### src/rtl/ifu_fetch.sv
// Instruction fetch stage: PC, single-outstanding imem requests, one-entry skid buffer, redirect/kill.
// Optional build macro IFU_NOP_INSERT_EN: id_instruction reads addi x0,x0,0 whenever id_valid is low.
module ifu_fetch #(
    parameter int                    DATA_WIDTH = 32,
    parameter logic [DATA_WIDTH-1:0] RESET_PC   = '0
) (
    input  logic                  clk,
    input  logic                  rst,
    output logic                  imem_req_valid,
    input  logic                  imem_req_ready,
    output logic [DATA_WIDTH-1:0] imem_addr,
    input  logic                  imem_rsp_valid,
    input  logic [DATA_WIDTH-1:0] imem_rsp_data,
    input  logic                  redirect_valid,
    input  logic [DATA_WIDTH-1:0] redirect_pc,
    input  logic                  id_stall,
    output logic                  id_valid,
    output logic [DATA_WIDTH-1:0] id_instruction,
    output logic [DATA_WIDTH-1:0] id_pc
);

`ifdef IFU_NOP_INSERT_EN
    localparam logic [DATA_WIDTH-1:0] IDLE_INSTR = DATA_WIDTH'(32'h0000_0013);
`else
    localparam logic [DATA_WIDTH-1:0] IDLE_INSTR = '0;
`endif

    typedef enum logic [1:0] {
        REQ  = 2'd0,
        WAIT = 2'd1,
        HOLD = 2'd2
    } state_t;

    state_t                state;
    logic                  kill;
    logic [DATA_WIDTH-1:0] pc;
    logic [DATA_WIDTH-1:0] req_pc;
    logic [DATA_WIDTH-1:0] skid_instr;
    logic [DATA_WIDTH-1:0] skid_pc;
    logic                  out_free;
    logic [DATA_WIDTH-1:0] redirect_target;

    // Request is a decode of the state so it rises in the very first cycle after reset falls.
    assign imem_req_valid  = (state == REQ) && !rst;
    assign imem_addr       = pc;
    assign out_free        = !id_valid || !id_stall;
    assign redirect_target = {redirect_pc[DATA_WIDTH-1:2], 2'b00};

    always_ff @(posedge clk) begin
        if (rst) begin
            state          <= REQ;
            kill           <= 1'b0;
            pc             <= RESET_PC;
            id_valid       <= 1'b0;
            id_pc          <= '0;
            id_instruction <= IDLE_INSTR;
        end else if (redirect_valid) begin
            // Flush: the output and skid contents belong to the abandoned path.
            pc             <= redirect_target;
            id_valid       <= 1'b0;
            id_instruction <= IDLE_INSTR;
            case (state)
                REQ: begin
                    if (imem_req_ready) begin
                        state <= WAIT;
                        kill  <= 1'b1;
                    end else begin
                        state <= REQ;
                    end
                end
                WAIT: begin
                    if (imem_rsp_valid) begin
                        state <= REQ;
                        kill  <= 1'b0;
                    end else begin
                        kill  <= 1'b1;
                    end
                end
                default: state <= REQ;
            endcase
        end else begin
            if (id_valid && !id_stall) begin
                id_valid <= 1'b0;
`ifdef IFU_NOP_INSERT_EN
                id_instruction <= IDLE_INSTR;
`endif
            end
            case (state)
                REQ: begin
                    if (imem_req_ready) begin
                        req_pc <= pc;
                        pc     <= pc + DATA_WIDTH'(4);
                        state  <= WAIT;
                    end
                end
                WAIT: begin
                    if (imem_rsp_valid) begin
                        if (kill) begin
                            kill  <= 1'b0;
                            state <= REQ;
                        end else if (out_free) begin
                            id_instruction <= imem_rsp_data;
                            id_pc          <= req_pc;
                            id_valid       <= 1'b1;
                            state          <= REQ;
                        end else begin
                            skid_instr <= imem_rsp_data;
                            skid_pc    <= req_pc;
                            state      <= HOLD;
                        end
                    end
                end
                HOLD: begin
                    // Skid is drained only when decode takes the word currently on the output.
                    if (!id_stall) begin
                        id_instruction <= skid_instr;
                        id_pc          <= skid_pc;
                        id_valid       <= 1'b1;
                        state          <= REQ;
                    end
                end
                default: state <= REQ;
            endcase
        end
    end

endmodule

### config.mk
export PLATFORM = sky130hd
export DESIGN_NAME = ifu_fetch
export DESIGN_NICKNAME = d
export VERILOG_FILES = /design/src/rtl/ifu_fetch.sv
export SDC_FILE = /design/constraint.sdc
export NUM_CORES = 1
export LEC_CHECK = 0
export ABC_AREA = 0
export CORE_AREA = 2 2 169 121
export DETAILED_ROUTE_END_ITERATION = 10
export DIE_AREA = 0 0 171 123
export MAX_ROUTING_LAYER = met4
export PLACE_DENSITY = 0.65
export SYNTH_ARGS = -nofsm -noshare
export SYNTH_HDL_FRONTEND = slang
export SYNTH_SLANG_ARGS = --single-unit
### constraint.sdc
create_clock -name clk -period 9.5 [get_ports clk]
set_clock_uncertainty 0.05 [all_clocks]
set_input_delay 0.95 -clock clk [delete_from_list [all_inputs] [get_ports clk]]
set_output_delay 0.95 -clock clk [all_outputs]
set_load 0.01 [all_outputs]
## Word level (Yosys, flattened, before mapping)

Cells that the tools add are included.

- Bits in registers: 196
- Output and inout port bits: 98
- Bits of input ports: 70
- Word-level logic and storage cells: 81

- Reduce and logical (&&, ||, !) cells: 22
- Muxes and demuxes: 35
- Bitwise logic cells: 4
- Add/subtract/negate cells: 1
- Eq/ne operators: 9

Operators with widths:

| cell | count |
|---|---|
| two-way mux 32 bit | 11 |
| one-hot mux 32 bit (2 select lines) | 2 |
| adder 32 x 3 -> 32 bit, second input constant | 1 |
| two-way mux 2 bit | 7 |
| AND reduction 6 bit | 2 |
| nonzero test 2 bit | 6 |
| two-way mux 1 bit | 11 |
| inequality test 3 bit, second input constant | 3 |
| inequality test 2 bit, second input constant | 4 |
| AND reduction 4 bit | 2 |
| one-hot mux 2 bit (3 select lines) | 1 |
| AND reduction 5 bit | 1 |
| inverter 1 bit | 4 |
| one-hot mux 1 bit (2 select lines) | 2 |
| one-hot mux 2 bit (2 select lines) | 1 |
| AND reduction 2 bit | 2 |
| zero test 1 bit | 3 |
| AND reduction 3 bit | 1 |
| == test 2 x 1 -> 1 bit, second input constant | 1 |
| == test 2 bit, second input constant | 1 |
| logical AND 1 bit | 2 |
| zero test 2 bit | 1 |
| OR reduction 2 bit | 1 |
| logical OR 1 bit | 1 |

## Logic depth before layout (Yosys ltp)

- Depth after elaboration: 7
- Depth in mapped cells: 7
- Mapped depth without buffers: 6

## Worst setup path before layout

No wires, ideal clock.

- Path kind: input -> register
- From: in redirect_valid
- To: reg skid_instr[0], enable pin
- Setup time: 0.635 ns
- Data arrival time: 7.583 ns
- Required time: 8.815 ns
- Cell stages on the path: 4
- Setup slack: 1.232 ns
- Path buffers: 2
- Path through: clkbuf_1 or2_2 clkbuf_1 nor4_1

- Word-level cells in the longest chain between the ends: 2

Ends and longest elaborated chain:

| element | line | text |
|---|---|---|
| start: declaration | 14 | `input logic redirect_valid,` |
| inverter 1 bit (no line) | -- |  |
| AND reduction 6 bit (no line) | -- |  |
| end signal: assignment | 107 | `skid_instr <= imem_rsp_data;` |
| end: declaration | 38 | `logic [DATA_WIDTH-1:0] skid_instr;` |

No other way between the ends.
A chain may end at the register's enable or synchronous reset.

## Worst setup path after layout

- From: in rst
- To: out imem_req_valid

- Word-level cells in the longest chain between the ends: 2

Ends and longest elaborated chain:

| element | line | text |
|---|---|---|
| start: declaration | 8 | `input logic rst,` |
| zero test 1 bit | 44 | `assign imem_req_valid = (state == REQ) && !rst;` |
| logical AND 1 bit | 44 |  |
| end: declaration | 9 | `output logic imem_req_valid,` |

No other way between the ends.

==> out/results.tsv <==
metric	value	unit
fin_crit_sh	0.353	
nNetsFinal	865	
cellLeakagePower	0.00318	uW
yosys.area.top_type	edfxtp_1	
hold_violations	0	
place.gp.congestion	0.799	
die_x	171	um
ir_drop	0.129	mV
drive_gt1_frac	0.0647	
crit_chain	buf_2, buf_4, nor2b_1, clkdlybuf4s50_1	
synth_area	7670	um2
hp-class	reg2reg	
clkLatencyLatePin	430	ps
routedWlPerCell	17.8	um
start_util	0.394	
dp_hpwl	13.1	mm
holdBufCountCts	0	
rows	43	
dpl_cell_area	9510	um2
grt_max_degree	69	
crit_buf_inv	3	
synth_top_area_frac	0.360	
crit_type	in2out	
numCtsBuffers	17	
wl	19.2	mm
synth_top_flop_cell	dfxtp_1	
syn_avg_cell_area	11.8	um2
ys_ff_latch	188	
port_buffers	161	
finalMaxSlewViolations	0	
via_per_inst	5.31	
synth_area_leaders	edfxtp_1 36%, dfxtp_1 25%, mux2i_1 8.1%, a211oi_1 6.8%, nor2_1 4.1%	
outcome	completed	
async_flop_share	0	
synthCells	648	
tightest_slew	1140	ps
cts_setup_buffers	0	
htreeDepth	4	
grt_first_pass_wirelength	29.8	mm
maxCapViolCount	0	
dieArea	21000	um2
timing.critical_path.slowest_stage_cell	buf_4	
cts_resized	0	
rsz0062_at_grt	false	
clock-sinks	188	
grt_overflow	0	
power.density	178	nW/um2
detail-route-antenna-nets	0	
cp_top_family	buffers and inverters	
min_period	3350	ps
clk_pin_slew	70	ps
yosys.cell_types.count	54	
critPathArrivalTime	2350	ps
worstPathRequired	8500	ps
dp_slack	5840	ps
antenna_found_initial	0	
synth_warnings	0	
final_cell_area	10100	um2
die_h	123	um
crit_path_start_kind	input pin	
fmax	299	MHz
grt_pass1_vias	5578	
fillCellCount	1678	
diodes	0	
core	19500	um2
clockBufferDepth	2	
synth.most_common_cell	dfxtp_1	
cts_root_buf	clkbuf_16	
timing.setup.tns	0	ps
ys_top_cells_by_count	96 x dfxtp_1, 92 x edfxtp_1, 83 x nor2_1	
via_count	5698	
crit_path_end_kind	output port	
worstPathMaxFanout	68	
instances_no_fill	1074	
max_slew_margin	0.237	
drt_iter0_drc	406	
syn2layout_area_growth	31.6	%
synth-edff-count	92	
top_level_ports	168	
setup_viol_count_final	0	
dr.pass1.iters	4	
dp.cells	1042	
power	1800	uW
cts_tree	done	
slowest_delay	590	ps
grt_use_total	0.189	
route.detailed.drc	0	
ys_seq_area_frac	0.610	
timing.final.ws_setup	6150	ps
## layout make-up
| type | instances | area (um2) | area share |
|---|---|---|---|
| sequential | 188 | 4680 | 0.464 |
| multi-input combinational | 405 | 2780 | 0.276 |
| timing repair buffer | 170 | 1670 | 0.166 |
| clock buffer | 21 | 450 | 0.0446 |
| tap | 270 | 338 | 0.0335 |
| clock inverter | 11 | 135 | 0.0134 |
| inverter | 9 | 33.8 | 0.00335 |
## final timing paths
check | cells after the start | startpoint | slack [ps] | end
worst max-delay path | 4 | rst | 6150 | imem_req_valid
worst min-delay path | 0 | req_pc[29]$_DFFE_PP_ | 400 | skid_pc[29]$_DFFE_PP_
worst max register to register | 8 | state[0]$_SDFFE_PP0P_ | 6460 | id_instruction[28]$_SDFFE_PP0P_
worst min register to register | 0 | req_pc[29]$_DFFE_PP_ | 400 | skid_pc[29]$_DFFE_PP_
## cell usage in the layout (no fill, tap or decap), types with 6 or more instances in the layout
cell / netlist / final
buf_4: 4 / 9
dfxtp_1: 96 / 96
and3_1: 9 / 9
or4_1: 9 / 9
and2_1: 6 / 6
nand3_1: 10 / 10
xor2_1: 6 / 6
o31ai_1: 7 / 7
nand4_1: 11 / 11
nor2_1: 83 / 83
a21oi_1: 13 / 13
nand2_1: 28 / 28
a311oi_1: 11 / 11
edfxtp_1: 92 / 92
nor3_1: 7 / 7
inv_1: 9 / 9
and4_1: 7 / 7
clkdlybuf4s50_1: 0 / 160
mux2i_1: 62 / 62
o21ai_0: 6 / 6
clkbuf_16: 0 / 17
a211oi_1: 70 / 70
## cells by family (layout without fill, tap and decap cells)
| family | after synthesis | count (layout) | share of synthesized area |
|---|---|---|---|
| adders and majority gates | 4 | 4 | 0.00652 |
| muxes | 62 | 62 | 0.0809 |
| other | 1 | 4 | 0.000489 |
| buffers and inverters | 58 | 211 | 0.0360 |
| DFF | 188 | 188 | 0.610 |
| and+or+nand+nor | 200 | 200 | 0.134 |
| xor gates and xnor gates | 10 | 10 | 0.0114 |
| AOI/OAI and AO/OA | 125 | 125 | 0.120 |
## stage by stage
stage | hold slack (ps) | util
after detailed placement | 385 | 0.488
after CTS | 401 | 0.519
after floorplan | 376 | -
after global placement | 384 | 0.488
after global routing | 417 | 0.519
final | 399 | 0.519
## layer usage
layer  global-route usage  routed length, um  vias up
met5                    -                  0        -
met4               0.0678                388        0
met3               0.0416               1060       25
li1                     -                  -     2738
met2                0.288               8980      173
met1                0.251               8740     2762
## report_power, final
group / total, uW / internal, uW / leakage (uW) / switching [uW]
registers: 908 / 878 / 0.00162 / 29.6
clock network: 709 / 399 / 0.000277 / 310
logic: 183 / 94.8 / 0.00129 / 88.4
## registers in the layout (all words and copies together), names as in the netlist
| name | cells |
|---|---|
| id_instruction | 32 |
| id_pc | 30 |
| id_valid | 1 |
| imem_addr | 30 |
| kill | 1 |
| req_pc | 30 |
| skid_instr | 32 |
| skid_pc | 30 |
| state | 2 |
## worst register-to-register path, stage by stage (launching register included)
cell and delay (ps):
dfxtp_1 320, inv_1 110, ha_4 150, buf_4 840
nand2b_1 230, a221oi_4 270, buf_4 550, nor2_1 160
a211oi_1 260
(Power assumes the default switching activity.)
